`src/rtl/dac_shift_controller.sv`:
```
// Automatic scaling controller for the DAC output corrector: tracks TX sample
// magnitude and drives the corrector's left-shift distance (fast attack, windowed release).
module dac_shift_controller #(
    parameter int unsigned WINDOW_LEN      = 4096,
    parameter int unsigned RELEASE_WINDOWS = 8,
    parameter int unsigned GUARD_BITS      = 1,
    parameter int unsigned INIT_DISTANCE   = 0
) (
    input  logic        clk_in,
    input  logic        reset_in,
    input  logic [27:0] DATA_IN,
    input  logic        data_valid,
    input  logic        tx_enable,
    input  logic [7:0]  max_distance,
    output logic [7:0]  distance,
    output logic        clip_event,
    output logic        update_strobe
);

    localparam int unsigned DATA_W = 28;
    localparam int unsigned MAG_W  = 27;
    localparam int unsigned HR_W   = 5;
    localparam int unsigned DIST_W = 8;
    localparam int unsigned WCNT_W = $clog2(WINDOW_LEN + 1);
    localparam int unsigned RCNT_W = $clog2(RELEASE_WINDOWS + 1);

    localparam logic [HR_W-1:0]   HR_MAX    = HR_W'(MAG_W);
    localparam logic [WCNT_W-1:0] WCNT_LAST = WCNT_W'(WINDOW_LEN);

    typedef enum logic [1:0] {
        ST_IDLE,
        ST_MEASURE,
        ST_EVAL
    } state_e;

    // Leading-zero count of the 27-bit magnitude; zero maps to 27.
    function automatic logic [HR_W-1:0] headroom_f(input logic [MAG_W-1:0] m);
        logic [HR_W-1:0] h;
        h = HR_MAX;
        for (int i = 0; i < int'(MAG_W); i++) begin
            if (m[i]) h = HR_W'(int'(MAG_W) - 1 - i);
        end
        return h;
    endfunction

    state_e              state_q, state_d;
    logic [MAG_W-1:0]    mag_c;
    logic [MAG_W-1:0]    mag1_q;
    logic                vld1_q, vld1_d;
    logic [HR_W-1:0]     hr1_c;
    logic                lt1_c;
    logic [HR_W-1:0]     hr2_q;
    logic [MAG_W-1:0]    mag2_q;
    logic                vld2_q;
    logic                lt2_q;
    logic [MAG_W-1:0]    peak_q, peak_d;
    logic [WCNT_W-1:0]   wcnt_q, wcnt_d, wcnt_inc_c;
    logic [RCNT_W-1:0]   rcnt_q, rcnt_d, rcnt_inc_c;
    logic [DIST_W-1:0]   distance_q, distance_d;
    logic                clip_q, clip_d;
    logic                strobe_q, strobe_d;
    logic                attack_c;
    logic [HR_W-1:0]     hr_peak_c;
    logic [DIST_W-1:0]   guarded_c;
    logic [DIST_W-1:0]   target_c;

    // Saturating magnitude: the most negative code folds onto the largest positive one.
    always_comb begin
        if (!DATA_IN[DATA_W-1]) begin
            mag_c = DATA_IN[MAG_W-1:0];
        end else if (DATA_IN[MAG_W-1:0] == '0) begin
            mag_c = '1;
        end else begin
            mag_c = MAG_W'(~DATA_IN[MAG_W-1:0] + MAG_W'(1));
        end
    end

    assign vld1_d = data_valid & tx_enable;
    assign hr1_c  = headroom_f(mag1_q);
    assign lt1_c  = DIST_W'(hr1_c) < distance_q;

    // Two-stage sample pipeline: magnitude, then headroom and compare.
    always_ff @(posedge clk_in or posedge reset_in) begin
        if (reset_in) begin
            mag1_q <= '0;
            vld1_q <= 1'b0;
            hr2_q  <= '0;
            mag2_q <= '0;
            vld2_q <= 1'b0;
            lt2_q  <= 1'b0;
        end else begin
            mag1_q <= mag_c;
            vld1_q <= vld1_d;
            hr2_q  <= hr1_c;
            mag2_q <= mag1_q;
            vld2_q <= vld1_q;
            lt2_q  <= lt1_c;
        end
    end

    // The registered compare is re-qualified against the live distance so a
    // sample queued behind an attack only fires if it is strictly lower still.
    assign attack_c = vld2_q && lt2_q && (DIST_W'(hr2_q) < distance_q) &&
                      ((state_q == ST_MEASURE) || (state_q == ST_EVAL));

    assign wcnt_inc_c = wcnt_q + WCNT_W'(1);
    assign rcnt_inc_c = rcnt_q + RCNT_W'(1);

    // Window target: peak headroom less guard, floored at 0 and capped at max_distance.
    always_comb begin
        hr_peak_c = headroom_f(peak_q);
        guarded_c = '0;
        if (32'(hr_peak_c) > GUARD_BITS) begin
            guarded_c = DIST_W'(32'(hr_peak_c) - GUARD_BITS);
        end
        target_c = (guarded_c < max_distance) ? guarded_c : max_distance;
    end

    always_ff @(posedge clk_in or posedge reset_in) begin
        if (reset_in) begin
            state_q    <= ST_IDLE;
            peak_q     <= '0;
            wcnt_q     <= '0;
            rcnt_q     <= '0;
            distance_q <= DIST_W'(INIT_DISTANCE);
            clip_q     <= 1'b0;
            strobe_q   <= 1'b0;
        end else begin
            state_q    <= state_d;
            peak_q     <= peak_d;
            wcnt_q     <= wcnt_d;
            rcnt_q     <= rcnt_d;
            distance_q <= distance_d;
            clip_q     <= clip_d;
            strobe_q   <= strobe_d;
        end
    end

    always_comb begin
        state_d    = state_q;
        peak_d     = peak_q;
        wcnt_d     = wcnt_q;
        rcnt_d     = rcnt_q;
        distance_d = distance_q;
        clip_d     = 1'b0;
        strobe_d   = 1'b0;

        case (state_q)
            ST_IDLE: begin
                peak_d = '0;
                wcnt_d = '0;
                rcnt_d = '0;
                if (tx_enable) state_d = ST_MEASURE;
            end
            ST_MEASURE: begin
                if (vld2_q) begin
                    if (mag2_q > peak_q) peak_d = mag2_q;
                    wcnt_d = wcnt_inc_c;
                    if (wcnt_inc_c == WCNT_LAST) state_d = ST_EVAL;
                end
            end
            ST_EVAL: begin
                // A sample arriving during evaluation opens the next window.
                peak_d  = vld2_q ? mag2_q : '0;
                wcnt_d  = vld2_q ? WCNT_W'(1) : '0;
                state_d = ST_MEASURE;
            end
            default: begin
                state_d = ST_IDLE;
            end
        endcase

        if (!tx_enable) state_d = ST_IDLE;

        // Distance update priority: fast attack, then max_distance clamp, then window release.
        if (attack_c) begin
            distance_d = DIST_W'(hr2_q);
            clip_d     = 1'b1;
            strobe_d   = 1'b1;
            rcnt_d     = '0;
        end else if (max_distance < distance_q) begin
            distance_d = max_distance;
            strobe_d   = 1'b1;
            rcnt_d     = '0;
        end else if (state_q == ST_EVAL) begin
            if (target_c < distance_q) begin
                distance_d = target_c;
                strobe_d   = 1'b1;
                rcnt_d     = '0;
            end else if (target_c == distance_q) begin
                rcnt_d = '0;
            end else if (32'(rcnt_inc_c) >= RELEASE_WINDOWS) begin
                distance_d = distance_q + DIST_W'(1);
                strobe_d   = 1'b1;
                rcnt_d     = '0;
            end else begin
                rcnt_d = rcnt_inc_c;
            end
        end
    end

    assign distance      = distance_q;
    assign clip_event    = clip_q;
    assign update_strobe = strobe_q;

endmodule

```
`config.mk`:
```
export PLATFORM = sky130hd
export DESIGN_NAME = dac_shift_controller
export DESIGN_NICKNAME = d
export VERILOG_FILES = /design/src/rtl/dac_shift_controller.sv
export SDC_FILE = /design/constraint.sdc
export NUM_CORES = 1
export LEC_CHECK = 0
export ABC_AREA = 1
export ABC_CLOCK_PERIOD_IN_PS = 5730
export CAP_MARGIN = 15
export CORE_AREA = 2 2 152 95
export DETAILED_ROUTE_END_ITERATION = 8
export DIE_AREA = 0 0 154 97
export PLACE_DENSITY = 0.76
export RECOVER_POWER = 100
export SLEW_MARGIN = 40
export SYNTH_ARGS = -nofsm -noshare
export SYNTH_HDL_FRONTEND = slang
export SYNTH_SLANG_ARGS = --single-unit
```
`constraint.sdc`:
```
create_clock -name clk_in -period 5.73 [get_ports clk_in]
set_input_delay 1.146 -clock clk_in [delete_from_list [all_inputs] [get_ports clk_in]]
set_output_delay 1.146 -clock clk_in [all_outputs]
set_load 0.02 [all_outputs]
```
==> results of run 1 <==
## stage by stage
step / hold WS (ns) / instances / total power [W]
global placement: 0.3322 / 1112 / 0.004004
floorplan: 0.3312 / 897 / 0.003267
detailed placement: 0.3523 / 1112 / 0.004084
global route: 0.3863 / 1149 / 0.005937
CTS: 0.3698 / 1144 / 0.005255
finish: 0.3732 / 1149 / 0.005483
## what timing repair did
action	CTS	global route
hold endpoints to repair	0	0
setup endpoints to repair	0	12
setup buffers	0	5
gates resized for setup	0	17
## registers in the layout, indices dropped and copies added (netlist names)
register	cells
clip_event	1
distance	8
hr2_q	5
lt2_q	1
mag1_q	27
mag2_q	27
peak_q	27
rcnt_q	4
state_q	2
update_strobe	1
vld1_q	1
vld2_q	1
wcnt_q	13
## worst register-to-register path: cells and delay by family, from the launching register on
family	cells	cell delay (ns)
and+or+nand+nor	35	2.35
AOI/OAI and AO/OA	7	0.97
adders and majority gates	3	0.76
buffers and inverters	6	0.67
DFF	1	0.39
## worst min path at each step
stage,to,depth (start not counted),start,slack [ns]
2_1_floorplan,vld2_q$_DFF_PP0_,0,vld1_q$_DFF_PP0_,0.33
3_3_place_gp,vld2_q$_DFF_PP0_,0,vld1_q$_DFF_PP0_,0.33
3_5_place_dp,vld2_q$_DFF_PP0_,0,vld1_q$_DFF_PP0_,0.35
4_1_cts,vld2_q$_DFF_PP0_,0,vld1_q$_DFF_PP0_,0.37
5_1_grt,vld2_q$_DFF_PP0_,0,vld1_q$_DFF_PP0_,0.39
6_report,vld2_q$_DFF_PP0_,0,vld1_q$_DFF_PP0_,0.37
## cell usage after synthesis, types with 11 or more instances
cell type / n / area [um^2]
nand4_1: 11 / 68.82
ha_1: 67 / 838.3
nor2_1: 61 / 229.0
or2_2: 15 / 93.84
nand3_1: 74 / 370.4
xor2_1: 16 / 140.1
clkbuf_1: 14 / 52.55
inv_1: 127 / 476.7
dfrtp_1: 118 / 2953
o21ai_0: 64 / 320.3
nand2_1: 173 / 649.4
nor3_1: 24 / 120.1
a21oi_1: 48 / 240.2
## logic make-up after synthesis
group,count (synthesis)
buf+inv,146
xor+xnor,19
fa+ha+maj,67
flops,118
compound gates,159
simple gates,388
## layout by cell type, fill, tap and decap left out, drive strengths merged, types with 2 or more instances in the layout
cell	instances
nand2	179
nor3	24
buf	10
xor2	16
clkdlybuf4s50	35
bufinv	4
dfrtp	118
xnor2	3
a21oi	48
inv	131
o21bai	7
clkbuf	21
clkinv	4
o21ai	66
o22ai	9
nor2	61
or2	15
o31ai	3
dlygate4sd3	14
o41ai	2
ha	67
nor4	11
nand3b	9
a21boi	4
o211ai	3
and2	2
a211oi	9
clkinvlp	4
nand3	74
nand4	11
## layout make-up
class                   instances  share of cell area (%)
well taps                     175                   2.550
repair buffers                 62                   6.733
flip-flops and latches        118                   34.39
clock inverters                14                   2.288
multi-input cells             633                   43.27
clock buffers                  18                   5.115
inverters                     129                   5.654
## power groups by stage
stage          logic [W]  registers [W]  clock network (W)
3_3_place_gp     0.00290        0.00110                  0
5_1_grt          0.00363        0.00111            0.00119
6_report         0.00324        0.00110            0.00115
2_1_floorplan    0.00216        0.00111                  0
4_1_cts          0.00301        0.00109            0.00115
3_5_place_dp     0.00298        0.00111                  0
## metal layers
layer / vias up / global-route usage, % / wire [um]
li1: 3137 / - / -
met2: 234 / 33.18 / 6916
met1: 2915 / 39.91 / 9143
met5: - / 0 / 0
met4: 0 / 6.254 / 207
met3: 21 / 5.780 / 1341
==> out/qor.yml, run 1 <==
synth:
  synth_flop_cell: "dfrtp_1"
  synth-xor-area-share_pct: 2.322
  synth_top_family_by_area: "simple AND/OR/NAND/NOR gates"
  synthArstFlopShare_pct: 100.0
  synth_area_um2: 7168
  synth-simple-area-share_pct: 24.47
  synth_nets: 1004
  synthCells: 897
  ys_ff_latch: 118
  synth_compound_area_share_pct: 12.62
  muxShareOfSynthArea_pct: 0
  yosysSeqAreaShare_pct: 41.19
  yosys_warnings: 0
  postSynthAreaPerCell_um2: 7.991
  synth.distinct_cells: 41
  synth_edf_count: 0
  synth_fa_ha_area_share_pct: 11.69
critical_path:
  critPathBufInv: 6
  crit_path_end: "distance[2]$_DFFE_PP0P_"
  path_depth: 51
  reg2reg_from: "peak_q[1]$_DFFE_PP0P_"
  worstSetupPathType: "flop to flop"
  startpoint: "peak_q[1]$_DFFE_PP0P_"
  reg2reg_depth: 51
  critical_path.top_delay_family: "simple AND/OR/NAND/NOR gates"
  required_ns: 6.07
  r2r-end: "distance[2]$_DFFE_PP0P_"
  cpPeakStageDelay_ns: 0.39
  ff2ff_setup_slack_ns: 0.48
  start_kind: "flop"
  crit_top_cell: "nand2_1"
  cp.arrival_ns: 5.58
  cp_max_fo: 8
  cp-end-kind: "flop"
  worst_path_max_delay_cell: "dfrtp_1"
timing:
  fin_crit_ns: 5.245
  relSlewSlack_pct: -124.7
  skew_ns: 0.007107
  fin_tns_setup_ns: 0
  final_max_slew_viol_count: 132
  period_share_pct: 91.54
  tightest_slew_ns: 3.352
  hold_viol: 0
  setup_viol: 0
  timing.fmax_mhz: 190.6
  fin_ws_ns: 0.4846
die:
  rows: 33
  dieArea_um2: 14940
  coreArea_um2: 13420
  die_h_um: 97
  start_util_pct: 53.42
  ios: 50
  die_w_um: 154
power:
  p_leak_nw: 4.184
  p_switching_w: 0.002571
  swShare_pct: 46.89
  p_clk_share_pct: 20.9
  p_seq_share_pct: 20.0
  ir_drop_mv: 0.3962
  power_frac_comb_pct: 59.1
  power_density_nw_per_um2: 638.6
  p_int_w: 0.002912
place:
  gp_congestion: 0.9438
  place_area_um2: 7879
  dpl.hpwl_um: 12820
  post-place-ws_ns: 0.2567
  port_buffers: 49
global_route:
  antenna_found_initial: 0
  grt_usage_pct: 24.88
  grt_pass1_vias: 6005
  grt_overflow_total: 0
  grt_max_degree: 77
  grt_pass1_wl_um: 29730
detailed_routing:
  via_per_inst: 5.489
  wl_um: 17610
  vias: 6307
  detail_route.first_pass.iterations: 5
  wl_per_cell_um: 15.33
  drtIter0Drc: 431
  drc: 0
  drtAntennaViolNets: 0
finish:
  drive_above_1_share_pct: 8.522
  area_growth_pct: 19.78
  regArea_um2: 2953
  design_area_um2: 8586
  multiInputGateArea_um2: 3715
  final_util_pct: 63.98
  nFillCells: 1082
  final_nets: 1068
  n_antenna_cell: 0
clocking:
  cts_root_buffer: "clkbuf_16"
  hold_buffers: 0
  clkSinkCount: 118
  clk_path_buf_depth: 2
  clk_pin_slew_ns: 0.06
  clock_latency_ns: 0.42
  cts_buffers: 17
  tritoncts: "yes"
  ctsHtreeMaxLevel: 4
flow_run:
  maxCapViolCount: 2
hold_path:
  hold_class: "flop to flop"
outcome:
  violations: "max-capacitance violations, max-slew violations"
  status: "complete, but fails checks"
Note: power is estimated with default switching activity, not from simulation.
==> inputs of run 2 (changes only) <==
--- a/constraint.sdc
+++ b/constraint.sdc
@@ -3,2 +3,2 @@
 set_output_delay 1.146 -clock clk_in [all_outputs]
-set_load 0.02 [all_outputs]
+set_load 0.05 [all_outputs]
==> results of run 2 <==
Same layout as run 1 (identical final DEF). Status: complete, but fails checks: max-capacitance violations, max-slew violations.
Main changes from that run: total power 0.005483 W -> 0.005558 W; worst IR drop on VDD 0.3962 mV -> 0.3964 mV
